$ cat config.mk
export PLATFORM = sky130hd
export DESIGN_NAME = butterfly_stimulus_host
export DESIGN_NICKNAME = d
export VERILOG_FILES = /design/src/rtl/butterfly_pkg.sv /design/src/rtl/butterfly_stimulus_host_step_timer.sv /design/src/rtl/butterfly_stimulus_host.sv
export SDC_FILE = /design/constraint.sdc
export NUM_CORES = 1
export LEC_CHECK = 0
export BUFFER_PORTS_ARGS = -buffer_cell sky130_fd_sc_hd__buf_2
export CAP_MARGIN = 20
export CORE_MARGIN = 2
export CORE_UTILIZATION = 35
export DETAILED_ROUTE_END_ITERATION = 10
export PLACE_DENSITY = 0.61
export SLEW_MARGIN = 0
export SYNTH_ARGS = -nofsm -noshare
export SYNTH_HDL_FRONTEND = slang
export SYNTH_SLANG_ARGS = --single-unit
$ cat constraint.sdc
create_clock -name Clock -period 5.4 [get_ports Clock]
set_input_delay 0.54 -clock Clock [delete_from_list [all_inputs] [get_ports Clock]]
set_output_delay 0.54 -clock Clock [all_outputs]
set_load 0.01 [all_outputs]
$ cat src/rtl/butterfly_pkg.sv
// rtl/butterfly_pkg.sv - shared types and step ROM for the butterfly stimulus host
package butterfly_pkg;

    // Button-press meaning of each step in the butterfly's operating sequence.
    typedef enum logic [3:0] {
        LD_W,
        LD_B,
        CALC,
        LD_A,
        DISP_REY,
        DISP_IMY,
        DISP_REZ,
        DISP_IMZ,
        CLEAR
    } step_e;

    typedef enum logic [1:0] {
        IDLE,
        DRIVE,
        RELEASE,
        DONE
    } host_state_e;

    localparam int N_STEPS = 14;

    localparam step_e STEP_ROM [N_STEPS] = '{
        LD_W, LD_B, CALC, CALC, CALC,
        LD_A, CALC, CALC, CALC,
        DISP_REY, DISP_IMY, DISP_REZ, DISP_IMZ,
        CLEAR
    };

    // Out-of-range indices decode as CLEAR, which drives nothing and captures nothing.
    function automatic step_e step_at(input logic [3:0] idx);
        return (int'(idx) < N_STEPS) ? STEP_ROM[idx] : CLEAR;
    endfunction

    function automatic int max2(input int a, input int b);
        return (a > b) ? a : b;
    endfunction

endpackage

$ cat src/rtl/butterfly_stimulus_host_step_timer.sv
// rtl/butterfly_stimulus_host_step_timer.sv - loadable down-counter with zero flag
// Ports:
//   clk, rst_n  : clock, asynchronous active-low reset
//   load        : reload count with load_val (wins over decrement)
//   load_val    : reload value (phase length minus one)
//   count       : current count, decrements towards 0 and stops there
//   zero        : count == 0, i.e. last cycle of the current phase
module step_timer #(
    parameter int W = 4
) (
    input  logic         clk,
    input  logic         rst_n,
    input  logic         load,
    input  logic [W-1:0] load_val,
    output logic [W-1:0] count,
    output logic         zero
);

    always_ff @(posedge clk or negedge rst_n) begin
        if (!rst_n) begin
            count <= '0;
        end else if (load) begin
            count <= load_val;
        end else if (count != '0) begin
            count <= count - 1'b1;
        end
    end

    assign zero = (count == '0);

endmodule

$ cat src/rtl/butterfly_stimulus_host.sv
// rtl/butterfly_stimulus_host.sv - walks the butterfly press sequence and captures its results
// Ports:
//   Clock, nReset          : clock, asynchronous active-low reset
//   start                  : run request, honoured only in IDLE
//   w_in, b_in, a_in       : operands, latched when start is accepted
//   dataIn, ReadyIn        : operand bus and registered step strobe to the butterfly
//   result                 : butterfly result bus
//   re_y, im_y, re_z, im_z : captured display results
//   busy, done             : sequence in progress / one-cycle completion pulse
module butterfly_stimulus_host
    import butterfly_pkg::*;
#(
    parameter int DATA_W        = 8,
    parameter int HOLD_CYCLES   = 1024,
    parameter int GAP_CYCLES    = 1024,
    parameter int SETTLE_CYCLES = 4
) (
    input  logic              Clock,
    input  logic              nReset,
    input  logic              start,
    input  logic [DATA_W-1:0] w_in,
    input  logic [DATA_W-1:0] b_in,
    input  logic [DATA_W-1:0] a_in,
    output logic [DATA_W-1:0] dataIn,
    output logic              ReadyIn,
    input  logic [DATA_W-1:0] result,
    output logic [DATA_W-1:0] re_y,
    output logic [DATA_W-1:0] im_y,
    output logic [DATA_W-1:0] re_z,
    output logic [DATA_W-1:0] im_z,
    output logic              busy,
    output logic              done
);

    localparam int CNT_W = $clog2(max2(HOLD_CYCLES, GAP_CYCLES) + 1);
    localparam logic [CNT_W-1:0] HOLD_LOAD = CNT_W'(HOLD_CYCLES - 1);
    localparam logic [CNT_W-1:0] GAP_LOAD  = CNT_W'(GAP_CYCLES - 1);
    // Timer counts down through RELEASE, so "SETTLE_CYCLES elapsed" is this remaining value.
    localparam logic [CNT_W-1:0] CAPT_AT   = CNT_W'(GAP_CYCLES - 1 - SETTLE_CYCLES);

    host_state_e       state_q, state_d;
    logic [3:0]        step_q, step_d;
    logic [DATA_W-1:0] w_q, b_q, a_q;
    logic              latch;
    logic              t_load;
    logic [CNT_W-1:0]  t_val;
    logic [CNT_W-1:0]  t_count;
    logic              t_zero;
    logic              ready_d, busy_d, done_d;
    logic [DATA_W-1:0] data_d;
    logic              capture_en;

    step_timer #(.W(CNT_W)) u_timer (
        .clk      (Clock),
        .rst_n    (nReset),
        .load     (t_load),
        .load_val (t_val),
        .count    (t_count),
        .zero     (t_zero)
    );

    always_comb begin
        state_d = state_q;
        step_d  = step_q;
        latch   = 1'b0;
        t_load  = 1'b0;
        t_val   = HOLD_LOAD;
        unique case (state_q)
            IDLE: begin
                if (start) begin
                    state_d = DRIVE;
                    step_d  = 4'd0;
                    latch   = 1'b1;
                    t_load  = 1'b1;
                    t_val   = HOLD_LOAD;
                end
            end
            DRIVE: begin
                if (t_zero) begin
                    state_d = RELEASE;
                    t_load  = 1'b1;
                    t_val   = GAP_LOAD;
                end
            end
            RELEASE: begin
                if (t_zero) begin
                    if (step_q == 4'(N_STEPS - 1)) begin
                        state_d = DONE;
                    end else begin
                        state_d = DRIVE;
                        step_d  = step_q + 4'd1;
                        t_load  = 1'b1;
                        t_val   = HOLD_LOAD;
                    end
                end
            end
            DONE: begin
                state_d = IDLE;
            end
            default: begin
                state_d = IDLE;
            end
        endcase

        // Outputs are decoded from the next state and registered, so every
        // output pin comes straight from a flop.
        ready_d = (state_d == DRIVE);
        busy_d  = (state_d == DRIVE) || (state_d == RELEASE);
        done_d  = (state_d == DONE);
        data_d  = '0;
        if (busy_d) begin
            // On the accepting cycle the operand latches are not yet loaded.
            case (step_at(step_d))
                LD_W:    data_d = latch ? w_in : w_q;
                LD_B:    data_d = latch ? b_in : b_q;
                LD_A:    data_d = latch ? a_in : a_q;
                default: data_d = '0;
            endcase
        end
    end

    assign capture_en = (state_q == RELEASE) && (t_count == CAPT_AT);

    always_ff @(posedge Clock or negedge nReset) begin
        if (!nReset) begin
            state_q <= IDLE;
            step_q  <= 4'd0;
            w_q     <= '0;
            b_q     <= '0;
            a_q     <= '0;
            dataIn  <= '0;
            ReadyIn <= 1'b0;
            busy    <= 1'b0;
            done    <= 1'b0;
        end else begin
            state_q <= state_d;
            step_q  <= step_d;
            if (latch) begin
                w_q <= w_in;
                b_q <= b_in;
                a_q <= a_in;
            end
            dataIn  <= data_d;
            ReadyIn <= ready_d;
            busy    <= busy_d;
            done    <= done_d;
        end
    end

    always_ff @(posedge Clock or negedge nReset) begin
        if (!nReset) begin
            re_y <= '0;
            im_y <= '0;
            re_z <= '0;
            im_z <= '0;
        end else if (capture_en) begin
            case (step_at(step_q))
                DISP_REY: re_y <= result;
                DISP_IMY: im_y <= result;
                DISP_REZ: re_z <= result;
                DISP_IMZ: im_z <= result;
                default: ;
            endcase
        end
    end

endmodule
==> flow_summary_export.csv <==
group,metric,value,unit
run_status,status,"finished clean",
run,drv_cap,0,
critical_path,worst-path-max-fanout,6,
place,placed_cell_area,4470,sq um
critical_path,endpoint_kind,"register",
clocking,htreeDepth,3,
yosys,synth_edf_count,0,
layout,drive_above_1_share,0.333,
detailed_routing,vias,2869,
global_route,grt_use_total,0.145,
die,die_area,12200,sq um
critical_path,critPathMaxStageDelay,440,ps
global_route,grt_pass1_wl,13.4,mm
yosys,yosys-top-cells-area,"dfrtp_1 (53%), mux2_2 (9.1%), nand2_1 (6.4%)",
detailed_routing,drt-total-wl,8.51,mm
yosys,avgSynthCellArea,11.3,sq um
place,dp_hpwl,6.12,mm
yosys,synth_ff_type,"dfrtp_1",
timing,finalHoldViolations,0,
clocking,cts_sinks,84,
global_route,grt_max_degree,85,
layout,postLayoutCellArea,4800,sq um
clocking,cts_resized,0,
yosys,syn_inst,351,
die,pin_count,78,
place,gp_congestion,0.807,
detailed_routing,avgRoutedWirePerCell,14.8,microns
die,die_h,110,microns
timing,timing.slew.headroom,0.364,
timing,rsz0062_at_grt,"no",
die,initial_core_util,0.362,
critical_path,cp_num_buf_inv,2,
clocking,clk_latency,340,ps
yosys,netlist_top_cells_count,"dfrtp_1 (84), nand2_1 (67), mux2_2 (32)",
pwr,power_density,318,nW/um^2
global_route,grt_pass1_vias,2679,
timing,slew_violations,0,
die,die_x,110,microns
yosys,synth.distinct_cells,53,
pwr,ir_drop,129,uV
yosys,ys_async_sr_fraction,1.00,
detailed_routing,first_iter_violations,127,
timing,fin_skew,8.48,ps
clocking,cts_setup_buffers,0,
pwr,power,1530,uW
worst_hold_path,min_path_type,"in2async",
critical_path,worstPathArrival,3510,ps
yosys,yosysWarningCount,0,
timing,fmax,0.305,GHz
die,core_area,10900,sq um
place,port_buffers,77,
critical_path,worst_ep_required_time,5630,ps
yosys,syn_nets,398,
timing,tns,0,ps
layout,nNetsFinal,477,
critical_path,critPathSlowestCell,"mux2i_1",
critical_path,worstSetupPathType,"reg2reg",
clocking,cts_hold_buf,0,
global_route,antenna_found_initial,0,
timing,post-route-period-util,0.606,
layout,fillers,1061,
timing,period_needed,3270,ps
yosys,yosys.area.top_type,"dfrtp_1",
clocking,cts_root_buf,"clkbuf_16",
yosys,ys_ff_latch,84,
clocking,cts_tree,"done",
layout,area_delta_synth_final,21.5,%
clocking,cts_buffers,9,
detailed_routing,drc,0,
layout,multi_input_area,1730,sq um
timing,setup_viol,0,
critical_path,cp_top_family,"simple AND/OR/NAND/NOR gates",
die,rows,38,
clocking,clock_path_buffers,2,
timing,whs,184,ps
detailed_routing,routed_via_density,4.99,
timing,worstMarginPinSlew,950,ps
pwr,power_leakage,0.00247,uW
yosys,yosysMostFrequentCell,"dfrtp_1",
global_route,grt-ovfl-total,0,
critical_path,crit_chain,"inv_1, ha_1, nor4b_4, nand4_2, mux2i_1, inv_1, ha_1, nor3_2, nor3b_2, o21ba_1, o32ai_1",
yosys,yosysSeqAreaShare,0.531,
critical_path,startpoint_type,"register",
layout,n_antenna_cell,0,
yosys,syn_area,3960,sq um
detailed_routing,drt_pass1_iterations,4,
clocking,clk_pin_slew_worst_paths,70,ps
detailed_routing,ant_nets,0,
yosys,yosysTopAreaCellShare,0.531,
layout,seqCellArea,2100,sq um
[registers in the layout, indices dropped and copies added (netlist names)]
register       cells
b_q                8
ReadyIn            1
state_q            2
a_q                8
step_q             4
re_z               8
busy               1
u_timer.count     11
im_y               8
im_z               8
done               1
dataIn             8
re_y               8
w_q                8
[where the power goes]
group / switching (uW) / internal, uW
clock: 265 / 318
combinational: 111 / 90.3
sequential: 54.3 / 691
total: 430 / 1100
[placed cells by master, fill, tap and decap left out, types with 2 or more instances in the layout]
cell type,n
o32ai_1,8
nor3b_2,3
o21ai_2,3
ha_1,12
mux2_2,32
clkinv_4,3
buf_2,76
mux2i_1,14
nand3_1,6
nand2b_1,3
nor2_1,14
inv_1,20
nor2b_1,3
nor3_2,3
nand4_1,3
clkbuf_16,9
and3_1,4
o21ai_0,2
or3_1,4
dfrtp_1,84
a21oi_1,10
o21ba_1,6
nand2_1,67
nor3_1,5
a21o_1,2
xnor2_1,5
xor2_1,3
[cell type report]
cell class	instances	share of cell area
sequential	84	0.438
multi-input combinational	236	0.361
timing repair buffer	79	0.0906
clock buffer	9	0.0469
tap	140	0.0365
inverter	20	0.0156
clock inverter	7	0.0122
[worst paths after layout]
| kind | to | cells past startpoint | startpoint | slack (ps) |
|---|---|---|---|---|
| min reg2reg | a_q[6]$_DFF_PN0_ | 2 | a_q[6]$_DFF_PN0_ | 470 |
| min | re_z[0]$_DFFE_PN0P_ | 1 | nReset | 180 |
| max in group asynchronous | step_q[2]$_DFF_PN0_ | 2 | nReset | 4590 |
| max | dataIn[7]$_DFF_PN0_ | 11 | u_timer.count[0]$_DFFE_PN0P_ | 2130 |
| min in group Clock | a_q[4]$_DFF_PN0_ | 3 | a_in[4] | 430 |
| max reg2reg | dataIn[7]$_DFF_PN0_ | 11 | u_timer.count[0]$_DFFE_PN0P_ | 2130 |
[through the flow]
stage,util,setup WS [ps],cells
6_report,0.439,2130,575
5_1_grt,0.439,1840,575
3_5_place_dp,0.409,1840,557
3_3_place_gp,0.409,1970,557
2_1_floorplan,-,2590,351
4_1_cts,0.435,2030,573
[cell families (layout without fill, tap and decap cells)]
logic type / Yosys count / after routing / share of synthesized area
mux: 46 / 46 / 0.127
simple gates: 127 / 127 / 0.166
flops: 84 / 84 / 0.531
compound gates: 43 / 43 / 0.0886
buf+inv: 31 / 115 / 0.0316
fa+ha+maj: 12 / 12 / 0.0380
xor+xnor: 8 / 8 / 0.0177
[per-layer routing]
metal / vias up / wire, microns / track usage
met4: 0 / 127 / 0.0491
li1: 1376 / - / -
met1: 1404 / 4000 / 0.191
met2: 79 / 3880 / 0.234
met5: - / 0 / 0
met3: 10 / 501 / 0.0359
Note: power is estimated with default switching activity, not from simulation.
